===== src/rtl/fifo_drain_ctrl_pkg.sv =====
// rtl/fifo_drain_ctrl_pkg.sv - shared transaction-layer FIFO controller definitions
// Purpose: one-hot state encodings and default widths shared by the TL FIFO
// and its push/pop controllers.
package fifo_drain_ctrl_pkg;

  localparam int DATA_W_DEF   = 10;
  localparam int UMBRAL_W_DEF = 3;
  localparam int CNT_W_DEF    = 8;

  // One-hot so the raw state can be exported straight onto the state port.
  typedef enum logic [3:0] {
    ST_RESET  = 4'b0001,
    ST_INIT   = 4'b0010,
    ST_IDLE   = 4'b0100,
    ST_ACTIVE = 4'b1000
  } tl_state_e;

endpackage


===== src/rtl/fifo_drain_ctrl.sv =====
// rtl/fifo_drain_ctrl.sv - pop-side controller draining a TL FIFO downstream
// Purpose: owns the RESET/INIT/IDLE/ACTIVE sequence, latches the FIFO
// thresholds during INIT, pops the upstream FIFO while the downstream stage
// is not almost full and forwards each word through a 1-deep pipeline.
// Ports:
//   clk, reset_L            clock, asynchronous active-low reset
//   init                    level request for INIT / threshold load
//   umbral_*_in             thresholds sampled while in INIT
//   fifo_empty, fifo_data   upstream FIFO flag and read data (data valid the
//                           cycle after a sampled pop)
//   down_almost_full        downstream back-pressure
//   pop                     upstream read strobe (combinational)
//   data_out, valid_out     forwarded word and its 1-cycle qualifier
//   umbral_superior/inferior latched thresholds
//   state                   one-hot state
//   fwd_count               words forwarded since reset (wraps)
//   idle                    IDLE with nothing in flight
module fifo_drain_ctrl
  import fifo_drain_ctrl_pkg::*;
#(
  parameter int DATA_W   = DATA_W_DEF,
  parameter int UMBRAL_W = UMBRAL_W_DEF,
  parameter int CNT_W    = CNT_W_DEF
) (
  input  logic                clk,
  input  logic                reset_L,
  input  logic                init,
  input  logic [UMBRAL_W-1:0] umbral_superior_in,
  input  logic [UMBRAL_W-1:0] umbral_inferior_in,
  input  logic                fifo_empty,
  input  logic [DATA_W-1:0]   fifo_data,
  input  logic                down_almost_full,
  output logic                pop,
  output logic [DATA_W-1:0]   data_out,
  output logic                valid_out,
  output logic [UMBRAL_W-1:0] umbral_superior,
  output logic [UMBRAL_W-1:0] umbral_inferior,
  output logic [3:0]          state,
  output logic [CNT_W-1:0]    fwd_count,
  output logic                idle
);

  tl_state_e state_q, state_d;
  logic      pop_q;

  // Next-state logic; init always wins over data-driven moves.
  always_comb begin
    state_d = state_q;
    unique case (state_q)
      ST_RESET:  state_d = ST_INIT;
      ST_INIT:   if (!init) state_d = ST_IDLE;
      ST_IDLE: begin
        if (init)             state_d = ST_INIT;
        else if (!fifo_empty) state_d = ST_ACTIVE;
      end
      ST_ACTIVE: begin
        if (init)            state_d = ST_INIT;
        else if (fifo_empty) state_d = ST_IDLE;
      end
      default:   state_d = ST_RESET;
    endcase
  end

  // Gated with init and back-pressure directly so pop drops in the very
  // cycle either rises; the single word already popped is still delivered.
  assign pop = (state_q == ST_ACTIVE) & ~fifo_empty & ~down_almost_full & ~init;

  always_ff @(posedge clk or negedge reset_L) begin
    if (!reset_L) begin
      state_q         <= ST_RESET;
      pop_q           <= 1'b0;
      valid_out       <= 1'b0;
      data_out        <= '0;
      umbral_superior <= '0;
      umbral_inferior <= '0;
      fwd_count       <= '0;
    end else begin
      state_q   <= state_d;
      // pop_q marks a word whose read data appears on fifo_data this cycle.
      pop_q     <= pop;
      valid_out <= pop_q;
      if (pop_q) begin
        data_out <= fifo_data;
      end
      if (state_q == ST_INIT) begin
        umbral_superior <= umbral_superior_in;
        umbral_inferior <= umbral_inferior_in;
      end
      if (valid_out) begin
        fwd_count <= fwd_count + 1'b1;
      end
    end
  end

  assign state = state_q;
  assign idle  = (state_q == ST_IDLE) & ~pop_q & ~valid_out;

endmodule


===== config.mk =====
export PLATFORM = sky130hd
export DESIGN_NAME = fifo_drain_ctrl
export DESIGN_NICKNAME = d
export VERILOG_FILES = /design/src/rtl/fifo_drain_ctrl_pkg.sv /design/src/rtl/fifo_drain_ctrl.sv
export SDC_FILE = /design/constraint.sdc
export NUM_CORES = 1
export LEC_CHECK = 0
export ABC_AREA = 1
export CORE_MARGIN = 10
export CORE_UTILIZATION = 34
export DETAILED_ROUTE_END_ITERATION = 12
export PLACE_DENSITY_LB_ADDON = 0.3
export SYNTH_ARGS = -nofsm -noshare
export SYNTH_HDL_FRONTEND = slang
export SYNTH_SLANG_ARGS = --single-unit

===== constraint.sdc =====
create_clock -name clk -period 1.8 [get_ports clk]
set_input_delay 0.36 -clock clk [delete_from_list [all_inputs] [get_ports clk]]
set_output_delay 0.36 -clock clk [all_outputs]
set_load 0.01 [all_outputs]

## Word-level counts from Yosys, hierarchy flattened

Cells that the tools add are included.

| word-level totals | value |
|---|---|
| register bits after elaboration | 30 |
| logic and storage cells | 32 |
| output and inout port bits | 31 |

| cells by class | value |
|---|---|
| reductions and logical operators | 1 |
| add/subtract/negate cells | 1 |
| mux-type cells | 6 |
| bitwise gates (word level) | 10 |
| equality and inequality tests | 7 |

Operators with widths:

| kind | number |
|---|---|
| 4-bit 2-to-1 mux | 5 |
| 4-bit one-hot mux with 4 select lines | 1 |
| 8-bit by 1-bit adder with 8-bit output (second input constant) | 1 |
| 3-bit != test (second input constant) | 2 |
| 1-bit bitwise AND | 5 |
| 1-bit inverter | 5 |
| 4-bit by 1-bit equality test with 1-bit output (second input constant) | 1 |
| 4-bit by 2-bit equality test with 1-bit output (second input constant) | 1 |
| 4-bit by 3-bit equality test with 1-bit output (second input constant) | 1 |
| 4-bit equality test (second input constant) | 1 |
| 3-bit AND reduction | 1 |
| 2-bit != test (second input constant) | 1 |

## Logic depth before layout (Yosys ltp)

| logic depth | value |
|---|---|
| word-level depth | 4 |
| mapped depth | 6 |

## Least setup slack after synthesis

No wires, ideal clock.

| timing | value |
|---|---|
| path kind | reg2out |
| from | register state_q[1], in the netlist state[1] |
| to | output idle |
| data arrival time | 1.032 ns |
| cell stages (with the launch flop) | 4 |
| buffers on the path | 0 |
| required time | 1.440 ns |
| path slack | 0.408 ns |
| cells stage by stage | dfrtp_1 -> nor2_1 -> nand2_1 -> nor3_1 |

| on the way | value |
|---|---|
| longest elaborated chain between the ends | 3 |

RTL lines:

| what | line | RTL |
|---|---|---|
| start, declared | fifo_drain_ctrl.sv:43 | `tl_state_e state_q, state_d;` |
| start signal, assigned | fifo_drain_ctrl.sv:78 | `state_q <= state_d;` |
| 4-bit by 3-bit equality test with 1-bit output | fifo_drain_ctrl.sv:96 | `assign idle = (state_q == ST_IDLE) & ~pop_q & ~valid_out;` |
| 1-bit bitwise AND (2 in a row) | fifo_drain_ctrl.sv:96 |  |
| end, declared | fifo_drain_ctrl.sv:40 | `output logic idle` |

No other way between the ends.

## Final worst setup path

| timing | value |
|---|---|
| from | register state_q[1], in the netlist state[1] |
| to | output state[1] |

RTL lines:

| what | line | RTL |
|---|---|---|
| end, declared | fifo_drain_ctrl.sv:38 | `output logic [3:0] state,` |

No word-level cell between the ends.

==> results.json <==
{
  "crit-reg2reg-launch": "state[0]",
  "cap_viol_max_count": 0,
  "synth-compound-area-share_pct": 1.59,
  "tritoncts_clock_tree": "yes",
  "placementRows": 22,
  "synth-seq-area-share_pct": 59.9,
  "synthesis.yosys.warnings": 0,
  "post_cts_hold_buffer_count": 0,
  "preCtsSetupSlack_ns": -0.249,
  "globalplace.congestion": 0.727,
  "vias_per_cell": 4.46,
  "hpwl_um": 2530,
  "tritoncts_num_sinks": 30,
  "synth_area_leader_cell": "sky130_fd_sc_hd__dfrtp_1",
  "cp-start-kind": "flip-flop",
  "cts.htree.levels": 2,
  "postSynthRegisterBits": 30,
  "vias": 1061,
  "antenna_violations_before_repair": 0,
  "hold_violations": 0,
  "synth_cell_type_count": 19,
  "drive_above_1_share_pct": 20.0,
  "route.detailed.drc": 0,
  "worst_path_largest_cell_delay_ns": 0.52,
  "worst-setup-path-type": "reg -> out",
  "synthesis.area_mm2": 0.00126,
  "setup_repair_after_global_routing_missed_its_margin": "no",
  "synth_largest_type_area_fraction_pct": 57.8,
  "synth_xor_area_share_pct": 4.18,
  "mostFrequentLayoutCell": "sky130_fd_sc_hd__clkdlybuf4s50_1",
  "root_buffer": "sky130_fd_sc_hd__clkbuf_8",
  "required_ns": 1.44,
  "count_of_antenna_violating_nets_left_after_detailed_routing": 0,
  "drt_pre_antenna_iters": 4,
  "post_synth.cell_area_avg_um2": 10.3,
  "path_clk_slew_ns": 0.06,
  "worstSetupEndpointType": "output pin",
  "antenna_cells": 0,
  "synthSimpleGateAreaFrac_pct": 18.6,
  "critical_path.slowest_cell": "sky130_fd_sc_hd__clkdlybuf4s50_1",
  "grt_first_pass_wirelength_um": 5330,
  "holdCritPathClass": "in -> async",
  "worst_clock_skew_ns": 0.00638,
  "mostFrequentLayoutCells": "sky130_fd_sc_hd__clkdlybuf4s50_1 (48), sky130_fd_sc_hd__nand2_1 (31), sky130_fd_sc_hd__dfrtp_1 (29)",
  "max_freq_mhz": 586,
  "startpoint": "state[1]",
  "gr-total-overflow": 0,
  "post-route-period-util_pct": 94.8,
  "run_status": "finished clean",
  "floorplan.die_area_mm2": 0.00653,
  "dominant_combinational_cell_family_by_area_after_synthesis": "simple AND/OR/NAND/NOR gates",
  "period_needed_ns": 1.71,
  "power_per_cell_area_mw_per_mm2": 1070,
  "clockBufferDepth": 2,
  "routed_wl_um": 3210,
  "numCtsBuffers": 5,
  "synth_mux_area_share_pct": 9.86,
  "placedInstanceArea_mm2": 0.00190,
  "cp_max_fo": 3,
  "gate_family_responsible_for_the_most_delay_along_the_worst_path": "buffers and inverters",
  "setup_viol": 0,
  "synthesized_netlist_net_count": 144,
  "power_leakage_nw": 1.01,
  "first_global_vias": 1178,
  "fin_setup_tns_ns": 0,
  "count_of_input_and_output_buffers": 51,
  "layout.nets": 211,
  "initialDrtViolationCount": 37,
  "timing.critical_path.cells": "buf_4, clkdlybuf4s50_1",
  "area_growth_syn_to_layout_pct": 58.6,
  "vdd_ir_max_mv": 0.839,
  "layout.cell_area.non_filler_mm2": 0.00199,
  "critical_path_buf_inv_count": 2,
  "yosys.area_share.adder_pct": 0.996,
  "tightest_slew_ns": 0.378,
  "die-width_um": 80.8,
  "grt_max_degree": 31,
  "globalRouteTotalUtil_pct": 10.6,
  "netlist_instances": 122,
  "core_area_mm2": 0.00361,
  "synth.top_cells.by_area": "sky130_fd_sc_hd__dfrtp_1 (58%), sky130_fd_sc_hd__mux2_2 (9.9%), sky130_fd_sc_hd__nand2_1 (9.3%)",
  "routed_wire_length_per_instance_um": 13.5,
  "slew_viol_final": 0,
  "design_power_total_mw": 2.14,
  "design.portCount": 52,
  "max_slew_margin_pct": 74.8,
  "worstPathArrival_ns": 1.35,
  "chipHeight_um": 80.8,
  "fin_ws_ns": 0.0940,
  "insertion_delay_ns": 0.28,
  "floorplan.initialDensity_pct": 34.8
}
-- layer usage --
metal / share of wire (%) / wire length, um / up-vias / track usage (%)
met5: 0 / 0 / - / 0
met4: 2.6 / 84 / 0 / 5.71
met3: 13 / 426 / 7 / 7.17
met2: 49 / 1560 / 42 / 17.1
met1: 35 / 1140 / 496 / 9.97
li1: - / - / 516 / -
-- sequential cells by signal, summed over array words and instances, names as in the netlist --
signal,count
state,4
fwd_count,8
umbral_superior,3
valid_out,1
data_out,10
pop_q,1
umbral_inferior,3
-- worst reg2reg max path: stages (launching register included) --
cell,delay [ns]
sky130_fd_sc_hd__dfstp_2,0.56
sky130_fd_sc_hd__buf_4,0.12
sky130_fd_sc_hd__nor2_1,0.06
sky130_fd_sc_hd__nand2_2,0.14
sky130_fd_sc_hd__inv_1,0.15
sky130_fd_sc_hd__nor3_1,0.21
-- Yosys cell counts --
library cell / count
sky130_fd_sc_hd__xor2_1: 5
sky130_fd_sc_hd__dfstp_2: 1
sky130_fd_sc_hd__nor2_2: 2
sky130_fd_sc_hd__nand2_2: 1
sky130_fd_sc_hd__mux2_2: 11
sky130_fd_sc_hd__o31ai_1: 1
sky130_fd_sc_hd__nand3_1: 7
sky130_fd_sc_hd__ha_1: 1
sky130_fd_sc_hd__a21oi_1: 1
sky130_fd_sc_hd__xnor2_1: 1
sky130_fd_sc_hd__inv_1: 15
sky130_fd_sc_hd__nand4_1: 1
sky130_fd_sc_hd__dfrtp_1: 29
sky130_fd_sc_hd__nor2_1: 10
sky130_fd_sc_hd__nand3_2: 1
sky130_fd_sc_hd__nand2_1: 31
sky130_fd_sc_hd__buf_2: 1
sky130_fd_sc_hd__o21bai_1: 1
sky130_fd_sc_hd__nor3_1: 2
-- layout make-up --
cell class	instances	area [um^2]
timing repair buffer	61	574
tap	48	60.1
inverter	15	56.3
fill	342	1610
multi-input combinational	76	458
clock buffer	7	86.3
clock inverter	1	5.00
sequential	30	752
-- per-stage QoR --
step           utilization, %  hold WS [ns]  instances
2_1_floorplan               -        0.0644        122
3_3_place_gp             52.6         0.464        230
3_5_place_dp             52.6         0.474        230
4_1_cts                  55.2         0.460        238
5_1_grt                  55.2         0.476        238
6_report                 55.2         0.457        238
-- report_power, final --
group / internal (mW) / leakage (nW) / switching (mW)
clock network: 0.308 / 0.0482 / 0.240
registers: 0.802 / 0.403 / 0.0843
logic: 0.364 / 0.556 / 0.340
total: 1.47 / 1.01 / 0.665
-- kinds of logic (layout without fill, tap and decap cells) --
family / after synthesis / in the layout
DFF: 30 / 30
AOI/OAI and AO/OA: 3 / 3
buffers and inverters: 16 / 84
adders and majority gates: 1 / 1
muxes: 11 / 11
and+or+nand+nor: 55 / 55
xor gates and xnor gates: 6 / 6
-- final timing paths --
kind,end,slack (ns),depth (start not counted)
worst min-delay path,fwd_count[0],0.46,2
min in group clk,umbral_inferior[0],0.48,2
worst min register to register,umbral_inferior[0],0.48,2
max in group asynchronous,state[0],1.02,2
worst max-delay path,state[1],0.09,2
worst max register to register,state[0],0.48,5
-- what timing repair did --
item / CTS / global route
pin swaps: 0 / 0
setup endpoints to repair: 3 / 2
resized for setup: 6 / 6
buffers inserted: 0 / 0
Note: power is estimated with default switching activity, not from simulation.
